===== config.mk =====
export PLATFORM = sky130hd
export DESIGN_NAME = qsp_issue_stage
export DESIGN_NICKNAME = d
export VERILOG_FILES = /design/src/rtl/qspa_pkg.sv /design/src/rtl/qsp_scoreboard.sv /design/src/rtl/qsp_issue_stage.sv
export SDC_FILE = /design/constraint.sdc
export NUM_CORES = 1
export LEC_CHECK = 0
export CAP_MARGIN = 5
export CORE_MARGIN = 1.5
export CORE_UTILIZATION = 46
export CTS_BUF_LIST = sky130_fd_sc_hd__clkbuf_8
export DETAILED_ROUTE_END_ITERATION = 16
export GPL_TIMING_DRIVEN = 0
export PLACE_DENSITY = 0.91
export SLEW_MARGIN = 20
export SYNTH_ARGS = -nofsm -noshare
export SYNTH_HDL_FRONTEND = slang
export SYNTH_SLANG_ARGS = --single-unit

===== constraint.sdc =====
create_clock -name clk -period 3.6 [get_ports clk]
set_clock_uncertainty 0.1 [all_clocks]
set_input_delay 0.72 -clock clk [delete_from_list [all_inputs] [get_ports clk]]
set_output_delay 0.72 -clock clk [all_outputs]
set_load 0.01 [all_outputs]

===== src/rtl/qspa_pkg.sv =====
// Shared QSP pipeline types and sizing constants.
package qspa_pkg;

    localparam int DATA_WIDTH   = 32;
    localparam int NUM_REGS     = 16;
    localparam int REG_ADDR_W   = 4;
    localparam int MAX_INFLIGHT = 4;

    typedef enum logic [3:0] {
        NOP    = 4'd0,
        OP_ADD = 4'd1,
        OP_SUB = 4'd2,
        OP_AND = 4'd3,
        OP_OR  = 4'd4,
        OP_XOR = 4'd5,
        OP_SLL = 4'd6,
        OP_SRL = 4'd7
    } op_t;

endpackage


===== src/rtl/qsp_scoreboard.sv =====
// Pending-write scoreboard and in-flight writer counter for the issue stage.
module qsp_scoreboard
    import qspa_pkg::*;
#(
    parameter int NUM_REGS     = qspa_pkg::NUM_REGS,
    parameter int MAX_INFLIGHT = qspa_pkg::MAX_INFLIGHT,
    parameter int CNT_W        = $clog2(MAX_INFLIGHT + 1)
) (
    input  logic                  clk,
    input  logic                  rst,
    input  logic                  set_en,
    input  logic [REG_ADDR_W-1:0] set_addr,
    input  logic                  clr_en,
    input  logic [REG_ADDR_W-1:0] clr_addr,
    input  logic                  kill_en,
    input  logic [REG_ADDR_W-1:0] kill_addr,
    output logic [NUM_REGS-1:0]   pend,
    output logic [CNT_W-1:0]      inflight
);

    logic [NUM_REGS-1:0] set_vec_s;
    logic [NUM_REGS-1:0] clr_vec_s;
    logic [CNT_W-1:0]    inflight_nxt_s;

    // Decode set/clear requests; a clear is applied first so a same-cycle set wins.
    always_comb begin
        set_vec_s      = {NUM_REGS{1'b0}};
        clr_vec_s      = {NUM_REGS{1'b0}};
        if (set_en) begin
            set_vec_s[set_addr] = 1'b1;
        end else begin
            set_vec_s = {NUM_REGS{1'b0}};
        end
        if (clr_en) begin
            clr_vec_s[clr_addr] = 1'b1;
        end else begin
            clr_vec_s[clr_addr] = 1'b0;
        end
        if (kill_en) begin
            clr_vec_s[kill_addr] = 1'b1;
        end else begin
            clr_vec_s[kill_addr] = clr_vec_s[kill_addr];
        end
        inflight_nxt_s = inflight + CNT_W'(set_en) - CNT_W'(clr_en) - CNT_W'(kill_en);
    end

    // Pending bits and in-flight count state.
    always_ff @(posedge clk) begin
        if (rst) begin
            pend     <= {NUM_REGS{1'b0}};
            inflight <= {CNT_W{1'b0}};
        end else begin
            pend     <= (pend & ~clr_vec_s) | set_vec_s;
            inflight <= inflight_nxt_s;
        end
    end

    qsp_scoreboard_chk #(
        .MAX_INFLIGHT (MAX_INFLIGHT),
        .CNT_W        (CNT_W)
    ) u_chk (
        .clk      (clk),
        .rst      (rst),
        .inflight (inflight)
    );

endmodule

// Range check on the in-flight counter; it must never exceed the configured limit.
module qsp_scoreboard_chk #(
    parameter int MAX_INFLIGHT = 4,
    parameter int CNT_W        = 3
) (
    input logic             clk,
    input logic             rst,
    input logic [CNT_W-1:0] inflight
);

    // Flag any out-of-range count outside reset.
    always_ff @(posedge clk) begin
        if (!rst) begin
            assert (int'(inflight) <= MAX_INFLIGHT);
        end
    end

endmodule


===== src/rtl/qsp_issue_stage.sv =====
// QSP issue stage: hazard detection, writeback bypass/override and the execute slot.
module qsp_issue_stage
    import qspa_pkg::*;
#(
    parameter int DATA_WIDTH   = qspa_pkg::DATA_WIDTH,
    parameter int NUM_REGS     = qspa_pkg::NUM_REGS,
    parameter int MAX_INFLIGHT = qspa_pkg::MAX_INFLIGHT
) (
    input  logic                  clk,
    input  logic                  rst,
    input  logic                  flush,
    input  op_t                   iss_alu_op,
    input  logic [REG_ADDR_W-1:0] iss_rd_addr,
    input  logic                  iss_we,
    input  logic [DATA_WIDTH-1:0] iss_imm_ext,
    input  logic                  iss_use_imm,
    input  logic [REG_ADDR_W-1:0] iss_rs1_addr,
    input  logic [REG_ADDR_W-1:0] iss_rs2_addr,
    input  logic [DATA_WIDTH-1:0] iss_rs1_data,
    input  logic [DATA_WIDTH-1:0] iss_rs2_data,
    input  logic                  wb_we,
    input  logic [REG_ADDR_W-1:0] wb_rd_addr,
    input  logic [DATA_WIDTH-1:0] wb_data,
    input  logic                  ex_ready,
    output logic                  stall,
    output logic                  ex_valid,
    output op_t                   ex_alu_op,
    output logic [REG_ADDR_W-1:0] ex_rd_addr,
    output logic                  ex_we,
    output logic [DATA_WIDTH-1:0] ex_op_a,
    output logic [DATA_WIDTH-1:0] ex_op_b
);

    localparam int CNT_W = $clog2(MAX_INFLIGHT + 1);

    typedef enum logic {SLOT_EMPTY = 1'b0, SLOT_FULL = 1'b1} slot_t;

    slot_t                 slot_r;
    logic [NUM_REGS-1:0]   pend_s;
    logic [NUM_REGS-1:0]   pend_eff_s;
    logic [CNT_W-1:0]      inflight_s;
    logic                  hazard_s, can_accept_s, issue_s, kill_s;
    logic                  wb_hit_a_s, wb_hit_b_s;
    logic [DATA_WIDTH-1:0] op_a_s, op_b_s, ovr_a_r, ovr_b_r;
    logic                  ovr_a_vld_r, ovr_b_vld_r;

    // Hazard, issue and stall decisions; a same-cycle writeback already counts as done.
    always_comb begin
        pend_eff_s = pend_s;
        if (wb_we) begin
            pend_eff_s[wb_rd_addr] = 1'b0;
        end else begin
            pend_eff_s = pend_s;
        end
        hazard_s     = pend_eff_s[iss_rs1_addr]
                     | (~iss_use_imm & pend_eff_s[iss_rs2_addr])
                     | (iss_we & pend_eff_s[iss_rd_addr])
                     | (inflight_s == CNT_W'(MAX_INFLIGHT));
        can_accept_s = (slot_r == SLOT_EMPTY) | ex_ready;
        issue_s      = (iss_alu_op != NOP) & ~hazard_s & can_accept_s & ~flush;
        stall        = (iss_alu_op != NOP) & ~issue_s;
        kill_s       = flush & ex_valid & ex_we;
    end

    // Operand select: live writeback, then captured override, then decode-time read.
    always_comb begin
        wb_hit_a_s = wb_we & (wb_rd_addr == iss_rs1_addr);
        wb_hit_b_s = wb_we & (wb_rd_addr == iss_rs2_addr);
        if (wb_hit_a_s) begin
            op_a_s = wb_data;
        end else if (ovr_a_vld_r) begin
            op_a_s = ovr_a_r;
        end else begin
            op_a_s = iss_rs1_data;
        end
        if (iss_use_imm) begin
            op_b_s = iss_imm_ext;
        end else if (wb_hit_b_s) begin
            op_b_s = wb_data;
        end else if (ovr_b_vld_r) begin
            op_b_s = ovr_b_r;
        end else begin
            op_b_s = iss_rs2_data;
        end
    end

    // Override capture for a held instruction; a fresh matching wb is kept even on flush.
    always_ff @(posedge clk) begin
        if (rst) begin
            ovr_a_vld_r <= 1'b0;
            ovr_b_vld_r <= 1'b0;
            ovr_a_r     <= {DATA_WIDTH{1'b0}};
            ovr_b_r     <= {DATA_WIDTH{1'b0}};
        end else begin
            if (stall & wb_hit_a_s) begin
                ovr_a_vld_r <= 1'b1;
                ovr_a_r     <= wb_data;
            end else if (flush | ~stall) begin
                ovr_a_vld_r <= 1'b0;
            end
            if (stall & wb_hit_b_s) begin
                ovr_b_vld_r <= 1'b1;
                ovr_b_r     <= wb_data;
            end else if (flush | ~stall) begin
                ovr_b_vld_r <= 1'b0;
            end
        end
    end

    // Execute slot FSM with its registered payload.
    always_ff @(posedge clk) begin
        if (rst) begin
            slot_r     <= SLOT_EMPTY;
            ex_alu_op  <= NOP;
            ex_rd_addr <= {REG_ADDR_W{1'b0}};
            ex_we      <= 1'b0;
            ex_op_a    <= {DATA_WIDTH{1'b0}};
            ex_op_b    <= {DATA_WIDTH{1'b0}};
        end else if (flush) begin
            slot_r <= SLOT_EMPTY;
        end else if (issue_s) begin
            slot_r     <= SLOT_FULL;
            ex_alu_op  <= iss_alu_op;
            ex_rd_addr <= iss_rd_addr;
            ex_we      <= iss_we;
            ex_op_a    <= op_a_s;
            ex_op_b    <= op_b_s;
        end else if (ex_ready) begin
            slot_r <= SLOT_EMPTY;
        end
    end

    assign ex_valid = (slot_r == SLOT_FULL);

    qsp_scoreboard #(
        .NUM_REGS     (NUM_REGS),
        .MAX_INFLIGHT (MAX_INFLIGHT),
        .CNT_W        (CNT_W)
    ) u_sb (
        .clk       (clk),
        .rst       (rst),
        .set_en    (issue_s & iss_we),
        .set_addr  (iss_rd_addr),
        .clr_en    (wb_we),
        .clr_addr  (wb_rd_addr),
        .kill_en   (kill_s),
        .kill_addr (ex_rd_addr),
        .pend      (pend_s),
        .inflight  (inflight_s)
    );

endmodule


---- Word-level counts from Yosys, hierarchy flattened ----
Cells that the tools add are included.
storage, ports and cells
  register bits after elaboration ......... 159
  input bits .............................. 155
  output and inout port bits .............. 75
  logic and storage cells ................. 94
cells by class
  add/sub/neg operators ................... 3
  order comparisons ....................... 8
  equality and inequality tests ........... 3
  multiplexer cells ....................... 29
  bitwise logic cells ..................... 30
  reduce and logical (&&, ||, !) cells .... 9
operators by type and width
  cell                                                                          number
  32-bit two-way mux                                                            5
  16-bit two-way mux                                                            4
  16-bit bitwise AND                                                            2
  16-bit NOT                                                                    2
  16-bit OR                                                                     2
  4-bit by 5-bit less-than comparator with 1-bit output, second input constant  5
  1-bit binary-select mux with 4-bit select                                     4
  16-bit bitwise mux                                                            1
  1-bit bitwise AND                                                             13
  1-bit demux with 4-bit select                                                 3
  4-bit by 1-bit >= comparator with 1-bit output, second input constant         3
  1-bit two-way mux                                                             12
  4-bit equality test                                                           2
  1-bit NOT                                                                     6
  2-bit nonzero test                                                            3
  3-bit by 1-bit subtractor with 3-bit output                                   2
  1-bit OR                                                                      5
  4-bit nonzero test                                                            1
  3-bit by 1-bit adder with 3-bit output                                        1
  3-bit equality test, second input constant                                    1
  1-bit logical AND                                                             3
  2-bit AND reduction                                                           1
  2-bit OR reduction                                                            1

---- Longest topological paths before layout ----
Gate-level depths: netlist of the first run.
  depth after elaboration ................. 23
  depth in mapped cells ................... 17
  depth with buffers taken out ............ 13

---- Cells and area by module ----
From an unflattened synthesis of the first run, not the netlist that was laid out.
second synthesis, totals
  cell total of the unflattened synthesis .. 1034
  area, all modules ....................... 8984.9 um^2
modules (own cells, without submodules)
  module           times used  cells each  area an instance (um^2)  seq. area each (um^2)
  qsp_issue_stage  1           861         7604.8                   2802.7
  qsp_scoreboard   1           173         1380.1                   380.4

---- Least setup slack after synthesis of the first run ----
OpenSTA, ideal clock, no wires.
  kind .................................... input to output
  start ................................... in wb_rd_addr[0]
  end ..................................... out stall
  arrival ................................. 2.746 ns
  required time ........................... 2.780 ns
  path slack .............................. 0.034 ns
  stages .................................. 12
  buffers on the path ..................... 4
  path through ............................ buf_4 -> or2_1 -> buf_4 -> o21ai_0 -> mux4_1 -> nor2_1 -> o21a_1 -> nor4_2 -> buf_6 -> buf_6 -> or2_2 -> inv_1
on the way
  cells in the longest elaborated chain, start to end .. 19
  elaborated cells between the ends (all ways) .. 25
  those cells by class .................... 2 x order compare; 9 x mux; 13 x bitwise; 1 x reduce/logical
RTL lines
  what                                                                                                                                           RTL line               source
  from (decl)                                                                                                                                    qsp_issue_stage.sv:22  input logic [REG_ADDR_W-1:0] wb_rd_addr,
  4-bit by 5-bit less-than comparator with 1-bit output (implied by the code) or 4-bit by 1-bit >= comparator with 1-bit output (tied branches)  qsp_issue_stage.sv:51  pend_eff_s[wb_rd_addr] = 1'b0;
  1-bit logical AND                                                                                                                              --
  1-bit two-way mux                                                                                                                              --
  1-bit demux with 4-bit select *                                                                                                                --
  16-bit NOT (no line) *                                                                                                                         --
  16-bit bitwise AND (no line) *                                                                                                                 --
  16-bit two-way mux *                                                                                                                           qsp_issue_stage.sv:50  if (wb_we) begin
  1-bit binary-select mux with 4-bit select                                                                                                      qsp_issue_stage.sv:56  | (~iss_use_imm & pend_eff_s[iss_rs2_addr])
  1-bit two-way mux (implied by the code)                                                                                                        qsp_issue_stage.sv:56
  1-bit bitwise AND                                                                                                                              qsp_issue_stage.sv:56
  1-bit OR                                                                                                                                       qsp_issue_stage.sv:56
  1-bit OR *                                                                                                                                     qsp_issue_stage.sv:57  | (iss_we & pend_eff_s[iss_rd_addr])
  1-bit OR *                                                                                                                                     qsp_issue_stage.sv:58  | (inflight_s == CNT_W'(MAX_INFLIGHT));
  1-bit NOT *                                                                                                                                    qsp_issue_stage.sv:60  issue_s = (iss_alu_op != NOP) & ~hazard_s & can_accept_s & ~flush;
  1-bit bitwise AND * (3 in a row)                                                                                                               qsp_issue_stage.sv:60
  1-bit NOT *                                                                                                                                    qsp_issue_stage.sv:61  stall = (iss_alu_op != NOP) & ~issue_s;
  1-bit bitwise AND *                                                                                                                            qsp_issue_stage.sv:61
  to (decl)                                                                                                                                      qsp_issue_stage.sv:25  output logic stall,
Every way passes the cells marked *; elsewhere a longest branch is shown, timed or not. The select of a mux whose other input is x is not followed.

---- Final worst setup path of the first run ----
  start ................................... in wb_rd_addr[3]
  end ..................................... out stall
The elaborated chain is that of the path after synthesis.

==> flow_summary.ini, run 1 <==
[outcome]
status = finished with violations
failed_checks = negative setup slack

[power_and_ir_drop]
power_frac_clock_pct = 29.8
seqPwrFrac_pct = 42.4
switching_share_pct = 32.2
power.leakage_uw = 0.00452
p_per_area_nw_per_um2 = 378
pwr-share-comb_pct = 27.8
switchingPower_uw = 1490
power_uw = 4640
irDropWorstVdd_uv = 247
p_int_uw = 3150

[routing]
wl_per_cell_um = 19.9
drtPass1Iterations = 5
first_iter_violations = 646
dr_wl_met2_um = 14200
via_count = 8914
ant_nets = 0
totalWireLength_um = 30900
wl_met1_um = 12900
drcViolationCount = 0
top_layer = met4
avgViaCountPerCell = 5.74
wl_met3_um = 2640

[timing]
finalCritPeriodShare_pct = 102
rsz0062_at_grt = true
max_slew.worst_pin.slew_ns = 0.830
report.final.slew_viol_count = 0
relSlewSlack_pct = 44.7
finalHoldViolCount = 0
whs_ns = 0.378
fin_crit_ns = 3.66
layout_setup_ws_ns = -0.0563
setup_violations = 1
fmaxAchievable_mhz = 274

[cts]
root_buffer = clkbuf_8
cts_buffer_depth = 2
clk_latency_ns = 0.47
ctsHtreeMaxLevel = 4
cts_sinks = 159
numCtsBuffers = 17
cts.clk_slew.worst_paths_ns = 0.10
cts_tree = done

[grt]
grt_pass1_wl_um = 47800
antenna_found_initial = 1
grt_util_all_layers_pct = 30.5
grt_pass1_vias = 8968
grt_max_degree = 18
grt_overflow_total = 0

[placement]
post-place-ws_ns = -1.65
dp_hpwl_um = 22500
dpl_cell_area_um2 = 11400
port_buffers = 219
gp_congestion = 0.929

[cells_and_area]
final_util_pct = 65.2
syn2layout_area_growth_pct = 38.5
post_route_cells_drive_above_1_share_pct = 11.0
nNetsFinal = 1438
finalInstanceArea_um2 = 12300

[worst_setup_path]
path_class = in2out
worstPathArrival_ns = 2.84
endpoint_kind = output pin
worstSetupStartpointType = input pin
cp_max_fo = 6
critPathRequiredTime_ns = 2.78

[floorplanning]
die_area_um2 = 20100
ios = 230
start_util_pct = 47.1
fp.dieH_um = 142
coreArea_um2 = 18800
rows = 50
die_x_um = 142

[yosys]
ys_types = 54
synth_fp_nets = 1173
synth_ff_type = dfxtp_1
netlist_area_um2 = 8870
synth_seq_area_share_pct = 35.9
async_flop_share_pct = 0
synthCells = 1014
synth-seq-cells = 159
yosys_warnings = 0
avgSynthCellArea_um2 = 8.75
synth_edf_count = 0

[worst_hold_path]
hp-class = reg2reg

[job]
maxCapViolations = 0
## kinds of logic after synthesis
| family | share of synthesized area [%] |
|---|---|
| fa+ha+maj | 0.649 |
| flops | 35.9 |
| buf+inv | 5.89 |
| compound gates | 16.5 |
| simple gates | 19.5 |
| xor+xnor | 1.38 |
| mux | 20.2 |
## layer usage
layer,global-route usage [%],vias to the layer above
met1,38.6,4259
met2,49.7,441
met3,7.29,86
li1,-,4128
met5,0,-
met4,12.9,0
## worst max-delay path, cell delays in order
cell and delay (ns):
buf_12 0.10, or3b_4 0.41, buf_8 0.15, buf_4 0.14, o211ai_1 0.17, o211ai_1 0.12
nand4_1 0.11, nand4_1 0.11, nor4_2 0.25, buf_4 0.19, buf_12 0.10, or2_4 0.10
inv_2 0.03, buf_6 0.11
## Yosys cell counts, types with 3 or more instances
master / count / area (um^2)
ha_1: 3 / 37.5
o21ai_1: 7 / 35.0
buf_4: 7 / 52.6
o311ai_1: 3 / 26.3
o22ai_1: 12 / 75.1
nand3_1: 4 / 20.0
o41ai_2: 8 / 130
nor4_1: 5 / 31.3
o211ai_1: 12 / 90.1
inv_1: 12 / 45.0
nand2b_1: 119 / 744
o21ai_0: 8 / 40.0
buf_6: 13 / 146
clkbuf_1: 60 / 225
o311ai_0: 3 / 26.3
a21oi_1: 66 / 330
mux2i_1: 174 / 1740
nor2b_1: 5 / 31.3
o41ai_1: 10 / 87.6
nand2_1: 20 / 75.1
buf_2: 7 / 35.0
o2111ai_1: 6 / 52.6
nand3b_1: 5 / 37.5
buf_1: 5 / 18.8
or2_2: 4 / 25.0
dfxtp_1: 159 / 3180
nor3_1: 9 / 45.0
xor2_1: 8 / 70.1
a211oi_1: 66 / 495
nor2_1: 161 / 604
xnor2_1: 6 / 52.6
## layout by cell type, fill, tap and decap left out, types with 6 or more instances in the layout
cell / instances
xor2_1: 8
mux2i_1: 174
nor2_1: 160
o21ai_2: 6
o41ai_1: 10
nand2b_1: 115
inv_1: 11
clkbuf_1: 55
nand2_1: 19
xnor2_1: 6
o41ai_2: 8
dlygate4sd2_1: 8
nor3_1: 9
clkbuf_8: 20
clkdlybuf4s50_1: 206
o22ai_1: 12
o21ai_4: 6
dfxtp_1: 159
o211ai_1: 12
a21oi_1: 66
buf_6: 14
buf_4: 34
a211oi_1: 66
## path summary, 6_finish.rpt
kind / start / end / slack [ns] / cells after the start
worst min register to register: ovr_a_r[2] / ovr_a_r[2] / 0.38 / 2
worst min-delay path: ovr_a_r[2] / ovr_a_r[2] / 0.38 / 2
worst max-delay path: wb_rd_addr[3] / stall / -0.06 / 14
worst max register to register: ex_valid / u_sb.inflight[2] / 0.48 / 15
## state kept, by name, summed over array words and instances (netlist names)
register / cells
ovr_a_vld_r: 1
ex_op_b: 32
ex_valid: 1
ex_rd_addr: 4
ex_op_a: 32
ovr_b_r: 32
ovr_b_vld_r: 1
ex_we: 1
ex_alu_op: 4
u_sb.inflight: 3
ovr_a_r: 32
u_sb.pend: 16
## per-stage QoR
step	setup TNS [ns]	cells
finish	-0.0563	1553
global route	-0.163	1553
CTS	0	1546
detailed placement	-104.22	1493
global placement	-126.79	1493
floorplan	0	1014
## area by class of cell
class	count	area, um^2
antenna	1	2.50
buffer	89	524
clock buffer	18	248
clock inverter	14	164
fill	1552	6550
inverter	12	45.0
multi-input combinational	751	5370
sequential	159	3180
tap	260	325
timing repair buffer	249	2430
## power by group through the flow
| stage | clock [uW] | sequential, uW | combinational, uW |
|---|---|---|---|
| after floorplan | 0 | 2040 | 581 |
| after global placement | 0 | 2000 | 1190 |
| after detailed placement | 0 | 2000 | 1210 |
| after CTS | 1390 | 1960 | 1270 |
| after global routing | 1470 | 1980 | 1380 |
| final | 1380 | 1970 | 1290 |
## what timing repair did
| item | 4_1_cts | 5_1_grt |
|---|---|---|
| setup endpoints to repair | 156 | 2 |
| hold buffers | 0 | 0 |
| pin swaps | 25 | 10 |
| gates cloned | 1 | 0 |
| resized for setup | 98 | 6 |
| buffers inserted | 22 | 8 |
Note: power is estimated with default switching activity, not from simulation.
==> run 2: changes to the inputs <==
- CORE_UTILIZATION: 46 -> 51
- DONT_BUFFER_PORTS: not set -> 1
- PLACE_DENSITY: 0.91 -> 0.81
==> run 2 against run 1 <==
Compared with the run above:
- the flow now finishes without violations
- cell count is 17% lower
- sequential power is 3% higher
- total power is 10% lower
- global-route usage is 0.46 points higher
- non-clock buffer count is 235 lower
- register-to-register slack worse by 0.10 ns
- first-iteration DRC count is 1.7% higher
- utilization is 7.7 points lower
- hold slack worse by 0.076 ns
- worst setup slack better by 0.14 ns
- combinational power is 39% lower
- critical path type unchanged
- largest power group unchanged
==> flow_summary.ini, run 2 (same netlist as run 1, synthesis figures left out) <==
[outcome]
status = finished, final reports clean

[worst_setup_path]
rr_worst_depth = 14
worstSetupStartpointType = input pin
rrSetupSlack_ns = 0.38
r2r_start = ex_valid
cp_max_fo = 5
worstPathArrival_ns = 2.70
crit_start = wb_rd_addr[3]
endpoint_kind = output pin
critPathRequiredTime_ns = 2.78
crit_path_end = stall
path_class = in2out
r2r_end = u_sb.inflight[2]

[cts]
ctsHtreeMaxLevel = 4
root_buffer = clkbuf_8
ctsHoldBuffers = 0
clk_latency_ns = 0.47
numCtsBuffers = 17
cts_tree = done
cts_buffer_depth = 2
cts_sinks = 159
cts.clk_slew.worst_paths_ns = 0.09

[placement]
gp_congestion = 0.951
dp_hpwl_um = 20800
port_buffers = 0
post-place-ws_ns = -0.795
dp_cells = 1239

[cells_and_area]
final_cell_mix = mux2i_1, nor2_1, dfxtp_1
syn2layout_area_growth_pct = 11.0
nNetsFinal = 1203
final_util_pct = 57.5
post_route_cells_drive_above_1_share_pct = 11.0
diodes = 0
layout_commonest_cell = mux2i_1
final_cells = 1282

[worst_hold_path]
hp-class = in2reg

[grt]
grt_overflow_total = 0
grt_pass1_wl_um = 43100
grt_util_all_layers_pct = 30.9
grt_max_degree = 18
antenna_found_initial = 0
grt_pass1_vias = 7822

[routing]
via_count = 7977
wl_per_cell_um = 22.3
drtPass1Iterations = 5
drcViolationCount = 0
ant_nets = 0
totalWireLength_um = 28600
first_iter_violations = 657
avgViaCountPerCell = 6.22

[timing]
relSlewSlack_pct = 31.8
fin_crit_ns = 3.52
layout_setup_ws_ns = 0.0802
setup_violations = 0
report.final.slew_viol_count = 0
fmaxAchievable_mhz = 284
fin_tns_setup_ns = 0
finalCritPeriodShare_pct = 97.8
max_slew.worst_pin.slew_ns = 1.01
finalHoldViolCount = 0
rsz0062_at_grt = true

[floorplanning]
die_area_um2 = 18200
coreArea_um2 = 17100
start_util_pct = 51.8
die_x_um = 135
rows = 48
fp.dieH_um = 135
ios = 230

[power_and_ir_drop]
irDropWorstVdd_uv = 271
p_per_area_nw_per_um2 = 424
power.leakage_uw = 0.00358

[job]
maxCapViolations = 0
## run 2: cell types whose count changed in the layout (fill, tap and decap cells not counted), sizes merged, moves of 3 or more
cell / change
clkdlybuf4s50: -206
clkdlybuf4s15: -3
dlygate4sd2: -8
inv: -4
buf: -17
## run 2: worst min-delay path by stage
stage	startpoint	end	slack, ns	cells after the start
2_1_floorplan	ovr_a_r[0]	ovr_a_r[0]	0.35	2
3_3_place_gp	ovr_a_r[0]	ovr_a_r[0]	0.36	2
3_5_place_dp	ovr_a_r[27]	ovr_a_r[27]	0.36	2
4_1_cts	flush	ex_valid	0.29	2
5_1_grt	wb_data[24]	ovr_b_r[24]	0.31	2
6_report	iss_rd_addr[2]	ex_rd_addr[2]	0.30	2
## run 2: layer usage
metal  global-route usage, %  wire length, um  up-vias
met2                    49.7            13300      405
li1                        -                -     3660
met3                    8.48             2620       72
met1                    39.2            11700     3840
met5                       0                0        -
met4                    13.0              994        0
## run 2: area by class of cell
cell class                      count  area, um^2
Sequential cell                   159        3180
Buffer                             88         498
Timing Repair Buffer               15         116
Inverter                           12        47.5
Tap cell                          225         282
Clock inverter                     13         135
Multi-Input combinational cell    751        5330
Fill cell                        1532        7270
Clock buffer                       19         262
## run 2: timing repair
item | in CTS | in global routing
resized for setup | 31 | 33
endpoints found under the setup margin | 3 | 2
setup buffers | 7 | 8
pin swaps | 4 | 8
## run 2: stage by stage
stage,area [um^2],hold slack (ns),power [uW]
6_report,9850,0.302,4180
5_1_grt,9850,0.306,4360
4_1_cts,9680,0.285,4170
3_5_place_dp,9160,0.361,2820
3_3_place_gp,9150,0.359,2800
2_1_floorplan,8870,0.348,2620
## run 2: report_power, final
group | internal (uW) | total (uW) | switching [uW]
combinational | 329 | 791 | 462
clock | 654 | 1350 | 699
sequential | 1890 | 2030 | 144
## run 2: worst max-delay path: stages
cell	delay, ns
buf_12	0.11
buf_4	0.14
nand3b_1	0.12
buf_6	0.15
o21ai_2	0.11
mux2i_1	0.22
o311ai_2	0.11
a2111oi_2	0.42
nor4_2	0.09
buf_4	0.17
or2_4	0.25
inv_4	0.08
==> run 3: changes to the inputs <==
- CELL_PAD_IN_SITES_DETAIL_PLACEMENT: not set -> 2
- CELL_PAD_IN_SITES_GLOBAL_PLACEMENT: not set -> 2
- CORE_UTILIZATION: 51 -> 35
- PLACE_DENSITY: 0.81 -> 0.9
==> run 3 against run 2 <==
Compared with the run above:
- the flow now finishes with violations (negative setup slack)
- sequential cell count stayed put
- global-route usage is 3.7 points lower
- design area is 2.1% higher
- critical path type unchanged
- critical path depth stayed put
- maximum frequency is 5.5% lower
- sequential power hardly changed
- count of clock-buffer cells in the layout is 2 lower
- sequential share of layout area is 0.66 points lower
- worst setup slack worse by 0.21 ns
- first-iteration DRC count is 40% lower
- routed wire length is 26% higher
==> flow_summary.ini, run 3 (same netlist as run 1, synthesis figures left out) <==
[cts]
root_buffer = clkbuf_8
cts.clk_slew.worst_paths_ns = 0.12
numCtsBuffers = 17
cts_sinks = 159
cts_tree = done
ctsHtreeMaxLevel = 4
cts_buffer_depth = 2
clk_latency_ns = 0.48

[timing]
relSlewSlack_pct = 23.1
finalCritPeriodShare_pct = 104
max_slew.worst_pin.slew_ns = 1.14
finalHoldViolCount = 0
rsz0062_at_grt = true
layout_setup_ws_ns = -0.127
report.final.slew_viol_count = 0
fin_tns_setup_ns = -0.157
whs_ns = 0.309
fin_crit_ns = 3.73
fmaxAchievable_mhz = 268
setup_violations = 2

[cells_and_area]
layout_commonest_cell = mux2i_1
diodes = 0
final_cells = 1390
nNetsFinal = 1206
final_cell_mix = mux2i_1, nor2_1, dfxtp_1
final_util_pct = 40.2
post_route_cells_drive_above_1_share_pct = 11.3
syn2layout_area_growth_pct = 13.3

[worst_setup_path]
rr_worst_depth = 16
crit_chain = buf_4 > nand2b_4 > o21ai_2 > o2111ai_1 > o311ai_2 > a2111oi_4 > nor4_4 > buf_4 > buf_12 > buf_12 > or2_4 > inv_4
cp_max_fo = 7
slowest_stage = a2111oi_4
endpoint_kind = output pin
worstSetupStartpointType = input pin
rrSetupSlack_ns = 0.22
critPathRequiredTime_ns = 2.78
cp_slowest_stage_delay_ns = 0.42
path_class = in2out
worstPathArrival_ns = 2.91

[grt]
grt_util_all_layers_pct = 27.2
grt_pass1_vias = 8959
met1_usage_pct = 32.0
antenna_found_initial = 2
top_usage_layer = met2
grt_max_degree = 19
grt_use_met3_pct = 7.00
use_met2_pct = 48.4
grt_overflow_total = 0
grt_pass1_wl_um = 53900

[outcome]
status = finished with violations
failed_checks = negative setup slack

[placement]
gp_congestion = 0.873
port_buffers = 0
dp_cells = 1344
dp_hpwl_um = 26500

[power_and_ir_drop]
seqPwrFrac_pct = 47.6
power_uw = 4290
pwr-share-comb_pct = 20.4
p_per_area_nw_per_um2 = 426
power_frac_clock_pct = 32.0
switchingPower_uw = 1520
power.leakage_uw = 0.00361
irDropWorstVdd_uv = 213
p_int_uw = 2770
switching_share_pct = 35.5

[routing]
drcViolationCount = 0
avgViaCountPerCell = 5.78
ant_nets = 0
drtPass1Iterations = 4
via_count = 8039
totalWireLength_um = 36200
wl_per_cell_um = 26.0
first_iter_violations = 391

[floorplanning]
rows = 58
fp.dieH_um = 162
die_x_um = 162
die_area_um2 = 26300
ios = 230
coreArea_um2 = 25000
start_util_pct = 35.4

[job]
maxCapViolations = 0

[worst_hold_path]
hold_depth = 2
hp-class = in2reg
## run 3: changes by cell type in the layout (fill, tap and decap cells not counted), moves of 2 or more
cell / before / now
clkinv_8: 0 / 2
inv_8: 1 / 7
bufinv_16: 2 / 0
clkbuf_8: 19 / 17
clkinv_2: 4 / 1
buf_12: 2 / 4
clkinvlp_4: 3 / 1
## run 3: final cells by class
type / instances / area [um^2]
timing repair buffer: 15 / 133
buffer: 91 / 541
multi-input combinational: 751 / 5350
inverter: 12 / 47.5
clock buffer: 17 / 234
sequential: 159 / 3180
tap: 330 / 413
clock inverter: 15 / 159
fill: 2792 / 15000
## run 3: timing repair
item / 4_1_cts / 5_1_grt
endpoints found under the setup margin: 33 / 3
pin swaps: 8 / 6
hold buffers: 0 / 0
gates resized for setup: 47 / 18
setup buffers: 13 / 2
## run 3: final timing paths
kind	startpoint	endpoint
min reg2reg	ovr_a_r[6]	ovr_a_r[6]
max reg2reg	ex_valid	u_sb.inflight[2]
min	wb_data[16]	ovr_b_r[16]
max	wb_rd_addr[1]	stall
## run 3: through the flow
step / area [um^2] / setup slack (ns)
after detailed placement: 9290 / -1.07
after global routing: 10100 / -0.217
after floorplan: 8870 / 0.0343
final: 10100 / -0.127
after global placement: 9290 / -1.07
after CTS: 9970 / -0.161
## run 3: layer usage
metal  up-vias  routed length, um
met5         -                 11
met4         2                790
met3        49               2420
met2       254              18200
met1      4079              14700
li1       3655                  -
## run 3: power groups by stage
stage / sequential [uW] / combinational, uW / clock, uW
final: 2040 / 876 / 1370
after global routing: 2050 / 948 / 1460
after CTS: 2040 / 863 / 1400
after detailed placement: 2080 / 803 / 0
after global placement: 2070 / 761 / 0
after floorplan: 2040 / 581 / 0
## run 3: critical path, delay by kind of cell
family | cells | cell delay, ns
compound gates | 4 | 0.98
buf+inv | 5 | 0.64
simple gates | 3 | 0.54
